==> src/rtl/traffic_controller_pkg.sv <==
// Shared lamp encodings, controller state set and a small elaboration helper.
package traffic_controller_pkg;

   localparam logic [1:0] RED = 2'b00;
   localparam logic [1:0] YEL = 2'b01;
   localparam logic [1:0] GRN = 2'b10;

   typedef enum logic [2:0] {
      MAIN_GRN,
      MAIN_EXT,
      MAIN_YEL,
      WALK,
      SIDE_GRN,
      SIDE_EXT,
      SIDE_YEL,
      FLASH
   } state_t;

   function automatic int max4(input int a, input int b, input int c, input int d);
      int m;
      m = a;
      if (b > m) m = b;
      if (c > m) m = c;
      if (d > m) m = d;
      return m;
   endfunction

endpackage

==> src/rtl/traffic_controller_tick_gen.sv <==
// Divides clk down to a one-cycle tick every TICK_DIV cycles; tick is high while the
// count sits at TICK_DIV-1 and is held low during reset.
module tick_gen #(
   parameter int TICK_DIV = 100000000
) (
   input  logic clk,
   input  logic rst,
   output logic tick
);

   localparam int CW = (TICK_DIV > 1) ? $clog2(TICK_DIV) : 1;
   localparam logic [CW-1:0] LAST = CW'(TICK_DIV - 1);

   logic [CW-1:0] cnt_q, cnt_d;
   logic          wrap;

   always_comb begin
      wrap  = (cnt_q == LAST);
      cnt_d = wrap ? '0 : cnt_q + 1'b1;
   end

   always_ff @(posedge clk) begin
      if (rst) cnt_q <= '0;
      else     cnt_q <= cnt_d;
   end

   // With TICK_DIV=1 the count never leaves 0, so tick is only suppressed by reset.
   assign tick = wrap & ~rst;

endmodule

==> src/rtl/traffic_controller.sv <==
// Intersection controller: main/side greens with sensor extension, pedestrian walk
// phase and night flash; lamp outputs are registered from the next state.
module traffic_controller
   import traffic_controller_pkg::*;
#(
   parameter int TICK_DIV = 100000000,
   parameter int T_BASE   = 6,
   parameter int T_EXT    = 3,
   parameter int T_YEL    = 2,
   parameter int T_WALK   = 3
) (
   input  logic       clk,
   input  logic       rst,
   input  logic       Sensor,
   input  logic       walkButton,
   input  logic       flash,
   output logic [1:0] mainLight,
   output logic [1:0] sideLight,
   output logic       walkLight,
   output logic       tick
);

   localparam int T_MAX = max4(T_BASE, T_EXT, T_YEL, T_WALK);
   localparam int TW    = $clog2(T_MAX + 1);

   state_t        state_q, state_d;
   logic [TW-1:0] timer_q, timer_d, last_t;
   logic          walk_q, walk_d;
   logic [1:0]    main_q, main_d, side_q, side_d;
   logic          walk_lamp_q, walk_lamp_d;
   logic          tick_w, done;

   tick_gen #(.TICK_DIV(TICK_DIV)) u_tick (
      .clk  (clk),
      .rst  (rst),
      .tick (tick_w)
   );

   always_comb begin
      state_d = state_q;
      case (state_q)
         MAIN_EXT, SIDE_EXT: last_t = TW'(T_EXT - 1);
         MAIN_YEL, SIDE_YEL: last_t = TW'(T_YEL - 1);
         WALK:               last_t = TW'(T_WALK - 1);
         default:            last_t = TW'(T_BASE - 1);
      endcase
      done = tick_w && (timer_q == last_t);

      if (tick_w && flash) begin
         state_d = FLASH;
      end else if (state_q == FLASH) begin
         if (tick_w) state_d = MAIN_GRN;
      end else if (done) begin
         case (state_q)
            MAIN_GRN: state_d = Sensor ? MAIN_EXT : MAIN_YEL;
            MAIN_EXT: state_d = MAIN_YEL;
            MAIN_YEL: state_d = walk_q ? WALK : SIDE_GRN;
            WALK:     state_d = SIDE_GRN;
            SIDE_GRN: state_d = Sensor ? SIDE_EXT : SIDE_YEL;
            SIDE_EXT: state_d = SIDE_YEL;
            SIDE_YEL: state_d = MAIN_GRN;
            default:  state_d = MAIN_GRN;
         endcase
      end

      if (state_d != state_q) timer_d = '0;
      else if (tick_w)        timer_d = timer_q + 1'b1;
      else                    timer_d = timer_q;

      // A press on the WALK entry cycle re-arms the request for the next round.
      walk_d = walkButton | (walk_q & ~((state_d == WALK) && (state_q != WALK)));

      main_d      = RED;
      side_d      = RED;
      walk_lamp_d = 1'b0;
      case (state_d)
         MAIN_GRN, MAIN_EXT: main_d = GRN;
         MAIN_YEL:           main_d = YEL;
         WALK:               walk_lamp_d = 1'b1;
         SIDE_GRN, SIDE_EXT: side_d = GRN;
         SIDE_YEL:           side_d = YEL;
         FLASH:              main_d = timer_d[0] ? RED : YEL;
         default:            main_d = RED;
      endcase
   end

   always_ff @(posedge clk) begin
      if (rst) begin
         state_q     <= MAIN_GRN;
         timer_q     <= '0;
         walk_q      <= 1'b0;
         main_q      <= GRN;
         side_q      <= RED;
         walk_lamp_q <= 1'b0;
      end else begin
         state_q     <= state_d;
         timer_q     <= timer_d;
         walk_q      <= walk_d;
         main_q      <= main_d;
         side_q      <= side_d;
         walk_lamp_q <= walk_lamp_d;
      end
   end

   assign mainLight = main_q;
   assign sideLight = side_q;
   assign walkLight = walk_lamp_q;
   assign tick      = tick_w;

endmodule

==> config.mk <==
export PLATFORM = sky130hd
export DESIGN_NAME = traffic_controller
export DESIGN_NICKNAME = d
export VERILOG_FILES = /design/src/rtl/traffic_controller_pkg.sv /design/src/rtl/traffic_controller_tick_gen.sv /design/src/rtl/traffic_controller.sv
export SDC_FILE = /design/constraint.sdc
export NUM_CORES = 1
export LEC_CHECK = 0
export CAP_MARGIN = 20
export CORE_AREA = 2 2 84 86
export DETAILED_ROUTE_END_ITERATION = 12
export DIE_AREA = 0 0 86 88
export SLEW_MARGIN = 40
export SYNTH_ARGS = -nofsm -noshare
export SYNTH_HDL_FRONTEND = slang
export SYNTH_HIERARCHICAL = 1
export SYNTH_SLANG_ARGS = --single-unit
export TNS_END_PERCENT = 10
==> constraint.sdc <==
create_clock -name clk -period 4.16 [get_ports clk]
set_clock_uncertainty 0.15 [all_clocks]
set_input_delay 0.624 -clock clk [delete_from_list [all_inputs] [get_ports clk]]
set_output_delay 0.624 -clock clk [all_outputs]
set_load 0.01 [all_outputs]
==> results.toml, run 1 <==
[outcome]
status = "complete, no violations"

[timing]
final_hold_viol_count = 0
post-route-period-util_pct = 83.31
whs_ps = 294.3
slew_headroom_pct = 52.57
setup_viol = 0
fmax_mhz = 288.6
slew_violations = 0
worst_pin_slew_ps = 705.6
fin_setup_tns_ps = 0
post-route-min-period_ps = 3466
rsz0062_at_grt = "no"

[min_path]
hold_class = "flip-flop to flip-flop"

[route]
postRouteAntennaNets = 0
drt_first_pass_iters = 4
drc = 0
wl_um = 4164
wire_per_inst_um = 12.93
drt_iter0_drc = 57
via_count = 1670
vias_per_cell = 5.186

[cts]
cts_resized = 0
cts_tree = "yes"
clock_latency_ps = 290
cts.sinks = 39
htree_num_levels = 2
post_cts_buffers = 0
cts-root-buf = "clkbuf_8"
cts_buffer_depth = 2
hold_buffers = 0
cts.clk_slew.worst_paths_ps = 70
cts_buffers = 5

[logic_synthesis]
syn_inst = 229
synth_flop_cell = "dfxtp_1"
synth_seq_cells = 39
yosys_warnings = 6
ys_async_sr_fraction_pct = 0
synth-edff-count = 0
synth_cell_types = 61
syn-num-nets = 236
avgSynthCellArea_sq_um = 8.950
yosysSeqAreaShare_pct = 38.10
mappedNetlistArea_sq_um = 2049

[setup_path]
crit_arrival_ps = 2690
path_delay_family = "simple AND/OR/NAND/NOR gates"
path_max_fanout = 6
critical_path_class = "flip-flop to primary output"
critPathBufInv = 1
crit_chain = "nand4_1 > or4b_4 > nor4_2 > clkdlybuf4s50_1"
critPathCaptureType = "primary output"
cp-start-kind = "flip-flop"
critPathMaxStageDelay_ps = 630
crit_required_ps = 3390
crit_path_top_delay_cell = "clkdlybuf4s50_1"

[pwr]
p_per_area_nw_per_um2 = 291.0
ir_drop_mv = 0.1915
leakage_nw = 0.7662

[placed_design]
portBuffers = 10
hpwl_um = 3006
place.gp.congestion = 0.7811

[grt]
grt.busiest_layer = "met2"
grt_first_pass_wirelength_um = 7169
track_usage_pct = 11.88
globalRouteMet3Util_pct = 2.922
use_met1_pct = 14.93
grt_pass1_vias = 1540
antenna_found_initial = 0
grt_overflow_total = 0
grt_max_degree = 15
use_met2_pct = 19.17

[die]
die_y_um = 88
start_util_pct = 30.85
rows = 30
die_area_sq_um = 7568
ios = 11
coreArea_sq_um = 6644
die_w_um = 86

[layout]
num-fill-cells = 690
nNetsFinal = 249
diodes = 0
syn_to_final_growth_pct = 14.04
drive_gt1_share_pct = 15.70

[flow_run]
maxCapViolCount = 0
through the flow:
step	util [%]	instances	area, sq um	total power [mW]	worst slack (ps)
after floorplan	-	229	2049	0.4168	797.8
after global placement	33.43	313	2221	0.4295	1057
after detailed placement	33.77	315	2243	0.4317	999.9
after CTS	35.08	322	2331	0.6908	671.5
after global routing	35.18	322	2337	0.7136	522.5
final	35.18	322	2337	0.6801	694.5
layout by cell type, fill, tap and decap left out, types with 2 or more instances in the layout:
cell | synthesis | layout
clkdlybuf4s50_1 | 0 | 10
nand4_1 | 12 | 12
ha_1 | 2 | 2
and2b_2 | 2 | 2
o21ai_0 | 7 | 7
or3_1 | 6 | 6
nor3b_1 | 2 | 2
nor3_1 | 3 | 3
nand3b_1 | 2 | 2
and4_1 | 2 | 2
or4_1 | 4 | 4
and3_1 | 4 | 4
dfxtp_1 | 39 | 39
nor4_2 | 1 | 3
a21oi_1 | 17 | 17
xor2_1 | 12 | 12
nand2b_1 | 2 | 2
or2b_1 | 2 | 2
clkbuf_8 | 1 | 6
o21ba_2 | 2 | 2
mux2i_1 | 4 | 4
or2_2 | 2 | 2
nand3_1 | 7 | 7
nor4_1 | 4 | 2
nand4b_1 | 2 | 2
o31ai_1 | 2 | 2
inv_1 | 8 | 8
buf_6 | 0 | 2
and2_1 | 3 | 3
buf_4 | 2 | 2
nor2_1 | 24 | 24
nand2_1 | 14 | 14
nor2b_1 | 2 | 2
power breakdown:
group | leakage [nW] | switching [mW] | internal [mW]
Clock | 0.0470 | 0.127 | 0.130
Combinational | 0.404 | 0.0189 | 0.0198
Sequential | 0.315 | 0.00515 | 0.379
Total | 0.766 | 0.151 | 0.529
layer usage:
metal | vias to the layer above | part of all wire [%]
met5 | - | 0
met4 | 0 | 1.3
met3 | 6 | 3.0
met2 | 20 | 46
met1 | 787 | 50
li1 | 857 | -
synthesized netlist by cell type (2+ instances only):
master     n  area share (%)
nor2_1    24             4.4
buf_2      2            0.49
mux2i_1    4             2.0
nor3_1     3            0.73
xor2_1    12             5.1
and4_1     2            0.85
nand4_1   12             3.7
or4_1      4             1.5
dfxtp_1   39              38
ha_1       2             1.2
o21ba_2    2            0.98
nor3b_1    2            0.73
and2_1     3            0.92
nand3b_1   2            0.73
and2b_2    2            0.85
nor4_1     4             1.2
inv_1      8             1.5
or2_2      2            0.61
nand4b_1   2            0.85
nand3_1    7             1.7
nor2b_1    2            0.61
nand2b_1   2            0.61
or3_1      6             1.8
nand2_1   14             2.6
clkbuf_1   3            0.55
a21oi_1   17             4.2
o31ai_1    2            0.73
buf_4      2            0.73
and3_1     4             1.2
or2b_1     2            0.73
o21ai_0    7             1.7
final timing paths:
kind	startpoint	to	slack, ps	cells after the start
setup / recovery	u_tick/cnt_q[13]	tick	690	4
hold / removal	u_tick/cnt_q[0]	u_tick/cnt_q[0]	290	1
hold reg to reg	u_tick/cnt_q[0]	u_tick/cnt_q[0]	290	1
setup reg to reg	u_tick/cnt_q[13]	mainLight[0]	1000	8
area by class of cell:
cell class | instances | area, sq um | area share, %
Clock buffer | 6 | 82.58 | 3.533
Clock inverter | 1 | 5.005 | 0.2141
Inverter | 8 | 30.03 | 1.285
Multi-Input combinational cell | 174 | 1201 | 51.39
Sequential cell | 39 | 780.7 | 33.40
Tap cell | 80 | 100.1 | 4.283
Timing Repair Buffer | 14 | 137.6 | 5.889
logic make-up (layout without fill, tap and decap cells):
logic type	Yosys count	in the layout	share of synthesized area, %
xor+xnor	13	13	5.556
mux	5	5	2.625
compound gates	46	46	18.07
simple gates	108	108	30.52
fa+ha+maj	2	2	1.221
buf+inv	16	29	3.907
flops	39	39	38.10
registers in the layout, indices dropped and copies added, names as in the netlist:
| register | count |
|---|---|
| walkLight | 1 |
| state_q | 3 |
| walk_q | 1 |
| timer_q | 3 |
| mainLight | 2 |
| u_tick/cnt_q | 27 |
| sideLight | 2 |
(Power assumes the default switching activity.)
==> run 2, diff against run 1 <==
- clock period: 4.16 -> 2.8 ns (I/O delays scaled with it)
==> results.toml, run 2 (synthesis results as in run 1) <==
[layout]
final_area_sq_um = 2519
largest_register_ffs = 27
regMostFlops = "u_tick/cnt_q"
num-fill-cells = 661
layout_common_cells = "33 x dfxtp_1, 24 x nor2_1, 17 x buf_4"
final_util_pct = 37.91
syn_to_final_growth_pct = 22.89
diodes = 0
final_common_cell = "dfxtp_1"
nNetsFinal = 263
drive_gt1_share_pct = 24.51
reg_top3 = "u_tick/cnt_q (27), state_q (3), timer_q (3)"

[route]
vias_per_cell = 5.134
drc = 0
postRouteAntennaNets = 0
via_count = 1730
drt_first_pass_iters = 4
wl_um = 4332
wire_per_inst_um = 12.85
drt_iter0_drc = 82

[cts]
cts.clk_slew.worst_paths_ps = 90
clock_latency_ps = 290
cts.sinks = 39
cts_tree = "yes"
cts_buffer_depth = 2
htree_num_levels = 2
cts-root-buf = "clkbuf_8"
cts_buffers = 5

[timing]
slew_headroom_pct = 50.57
fmax_mhz = 362.3
slew_violations = 0
worst_pin_slew_ps = 735.4
fin_ws_ps = 40.13
post-route-period-util_pct = 98.57
setup_viol = 0
fin_setup_tns_ps = 0
rsz0062_at_grt = "yes"
final_hold_viol_count = 0
post-route-min-period_ps = 2760

[setup_path]
path_max_fanout = 4
critPathMaxStageDelay_ps = 550
crit_path_top_delay_cell = "or4b_4"
critical_path_class = "flip-flop to primary output"
crit_chain = "nand4_1 > or4b_4 > nor4_4 > buf_12 > clkdlybuf4s50_1"
crit_required_ps = 2230
cp-start-kind = "flip-flop"
critPathBufInv = 2
path_delay_family = "simple AND/OR/NAND/NOR gates"
critPathCaptureType = "primary output"
crit_arrival_ps = 2190

[die]
start_util_pct = 30.85
coreArea_sq_um = 6644
die_w_um = 86
ios = 11
die_y_um = 88
rows = 30
die_area_sq_um = 7568

[placed_design]
place.gp.congestion = 0.7863
placed_area_sq_um = 2364
hpwl_um = 3141
place_ws_ps = 86.75
portBuffers = 10

[pwr]
leakage_nw = 0.8653
fin_total_pwr_mw = 1.115
p_per_area_nw_per_um2 = 442.8
ir_drop_mv = 0.3280

[grt]
track_usage_pct = 11.52
grt_pass1_vias = 1535
grt_first_pass_wirelength_um = 7044
grt_max_degree = 18
grt_overflow_total = 0
antenna_found_initial = 0

[min_path]
hold_class = "flip-flop to flip-flop"

[outcome]
status = "complete, no violations"

[flow_run]
maxCapViolCount = 0
## run 2: cell count changes in the layout (fill, tap and decap cells not counted), moves of 2 or more
cell,previous run,this run
buf_4,2,17
dfxtp_1,39,33
dfxtp_2,0,6
buf_6,2,0
nor4_2,3,1
## run 2: path summary, 6_finish.rpt
| path | start | to | slack, ps | cells after the start |
|---|---|---|---|---|
| hold / removal | u_tick/cnt_q[0] | u_tick/cnt_q[0] | 290 | 1 |
| hold reg to reg | u_tick/cnt_q[0] | u_tick/cnt_q[0] | 290 | 1 |
| setup reg to reg | u_tick/cnt_q[14] | mainLight[0] | 120 | 11 |
| setup / recovery | u_tick/cnt_q[14] | tick | 40 | 5 |
## run 2: where the power goes
| part | switching, mW | total (mW) | internal [mW] |
|---|---|---|---|
| sequential | 0.00804 | 0.571 | 0.563 |
| combinational | 0.0302 | 0.0626 | 0.0324 |
| clock | 0.212 | 0.482 | 0.270 |
## run 2: stage by stage
stage	instances	hold slack [ps]
6_report	337	294.6
3_3_place_gp	326	277.5
3_5_place_dp	326	283.6
2_1_floorplan	229	262.1
5_1_grt	337	311.9
4_1_cts	336	296.3
## run 2: timing repair
action | in CTS | in global routing
buffers inserted | 2 | 1
gates resized for setup | 2 | 3
endpoints found under the setup margin | 1 | 3
pin swaps | 3 | 1
hold buffers | 0 | 0
## run 2: cell type report
cell class | count | area (sq um) | area share [%]
clock buffer | 5 | 68.82 | 2.732
clock inverter | 3 | 47.55 | 1.888
inverter | 8 | 30.03 | 1.192
multi-input combinational | 174 | 1236 | 49.08
sequential | 39 | 788.3 | 31.30
tap | 80 | 100.1 | 3.974
timing repair buffer | 28 | 247.7 | 9.836
## run 2: metal layers
layer  wire (um)  track usage (%)  vias up  part of all wire [%]
met5           0                0        -                     0
met4          16            2.742        0                  0.37
met3         146            3.205        2                   3.4
met2        1981            18.53       23                    46
met1        2188            15.38      810                    51
li1            -                -      895                     -
==> run 3, diff against run 2 <==
- CORE_AREA: 2 2 84 86 -> 5 5 87 89
- DIE_AREA: 0 0 86 88 -> 0 0 92 94
- GPL_TIMING_DRIVEN: unset -> 0
==> results.toml, run 3 (synthesis results as in run 1) <==
[placed_design]
portBuffers = 10
dp_cells = 319
place.gp.congestion = 0.8477
placed_area_sq_um = 2295
hpwl_um = 3039

[grt]
grt_overflow_total = 0
grt_first_pass_wirelength_um = 7534
grt_pass1_vias = 1626
antenna_found_initial = 0
track_usage_pct = 10.63
grt_max_degree = 12

[pwr]
p_per_area_nw_per_um2 = 413.6
fin_total_pwr_mw = 1.048
leakage_nw = 0.8646
ir_drop_mv = 0.3301

[setup_path]
critPathCaptureType = "flip-flop"
crit_arrival_ps = 2790
cp-start-kind = "flip-flop"
r2r_setup_slack_ps = 60
critical_path_class = "flip-flop to flip-flop"
path_delay_family = "simple AND/OR/NAND/NOR gates"
crit_required_ps = 2850
path_max_fanout = 5
crit_path_top_delay_cell = "or4b_4"
cp-startpoint = "u_tick/cnt_q[13]"
reg2reg_from = "u_tick/cnt_q[13]"
critPathMaxStageDelay_ps = 610
critPathBufInv = 1
crit_chain = "nand4_1 > or4b_4 > nor4_4 > clkbuf_8 > nand2_2 > o21ai_4 > nor2_1 > mux2i_1 > o2111ai_1 > a221oi_2"

[die]
die_y_um = 94
rows = 30
coreArea_sq_um = 6681
die_area_sq_um = 8648
die_w_um = 92
start_util_pct = 30.67
ios = 11

[cts]
cts.sinks = 39
clock_latency_ps = 290
cts_buffers = 5
cts_tree = "yes"
cts.clk_slew.worst_paths_ps = 80
cts_buffer_depth = 2
htree_num_levels = 2
cts-root-buf = "clkbuf_8"

[timing]
whs_ps = 294.4
setup_viol = 0
post-route-period-util_pct = 97.69
post-route-min-period_ps = 2735
fmax_mhz = 365.6
slew_violations = 0
rsz0062_at_grt = "yes"
final_hold_viol_count = 0
slew_headroom_pct = 51.28
worst_pin_slew_ps = 724.8

[route]
drt_first_pass_iters = 4
drc = 0
wire_per_inst_um = 13.06
wl_um = 4442
vias_per_cell = 5.118
via_count = 1740
drt_iter0_drc = 90
postRouteAntennaNets = 0

[min_path]
hold_class = "flip-flop to flip-flop"
hold_start = "u_tick/cnt_q[0]"

[layout]
regArea_sq_um = 790.8
diodes = 0
largest_register_ffs = 27
final_util_pct = 37.94
drive_gt1_share_pct = 25.00
final_area_sq_um = 2535
instances_no_fill = 340
syn_to_final_growth_pct = 23.69
final_common_cell = "dfxtp_1"
num-fill-cells = 681
regMostFlops = "u_tick/cnt_q"
layout_common_cells = "35 x dfxtp_1, 23 x nor2_1, 16 x a21oi_1"
multi_input_area_sq_um = 1267
nNetsFinal = 266
reg_top3 = "u_tick/cnt_q (27), state_q (3), timer_q (3)"

[outcome]
status = "complete, no violations"

[flow_run]
maxCapViolCount = 0
==> run 3: per-stage QoR <==
step           TNS (ps)  setup slack [ps]
6_report              0             64.62
5_1_grt          -686.5            -115.4
4_1_cts          -65.86            -65.86
3_5_place_dp      -1556            -322.7
3_3_place_gp      -1353            -338.7
2_1_floorplan    -16.68            -16.68
==> run 3: report_power, final <==
group / internal [mW] / leakage, nW / switching, mW
clock: 0.225 / 0.0515 / 0.190
combinational: 0.0321 / 0.495 / 0.0318
sequential: 0.561 / 0.318 / 0.00792
total: 0.818 / 0.865 / 0.230
==> run 3: final timing paths <==
path,endpoint,depth (start not counted)
min,u_tick/cnt_q[0],1
max,mainLight[0],10
max reg2reg,mainLight[0],10
min reg2reg,u_tick/cnt_q[0],1
==> run 3: final cells by class <==
type	count	area share, %
clock buffers	8	3.949
plain buffers	8	1.974
flip-flops and latches	39	31.19
inverters	8	1.185
well taps	80	3.949
repair buffers	23	7.749
multi-input cells	174	50.00
==> run 3: metal layers <==
metal	track usage, %	wire length (um)	share of wire [%]
met1	13.99	2208	50
met3	2.564	148	3.3
met4	3.713	55	1.2
met5	0	0	0
met2	16.97	2029	46
==> run 3: repair_timing <==
| item | CTS | global route |
|---|---|---|
| hold buffers | 0 | 0 |
| setup endpoints to repair | 12 | 10 |
| pin swaps | 2 | 5 |
| resized for setup | 4 | 10 |
| buffers inserted | 2 | 11 |
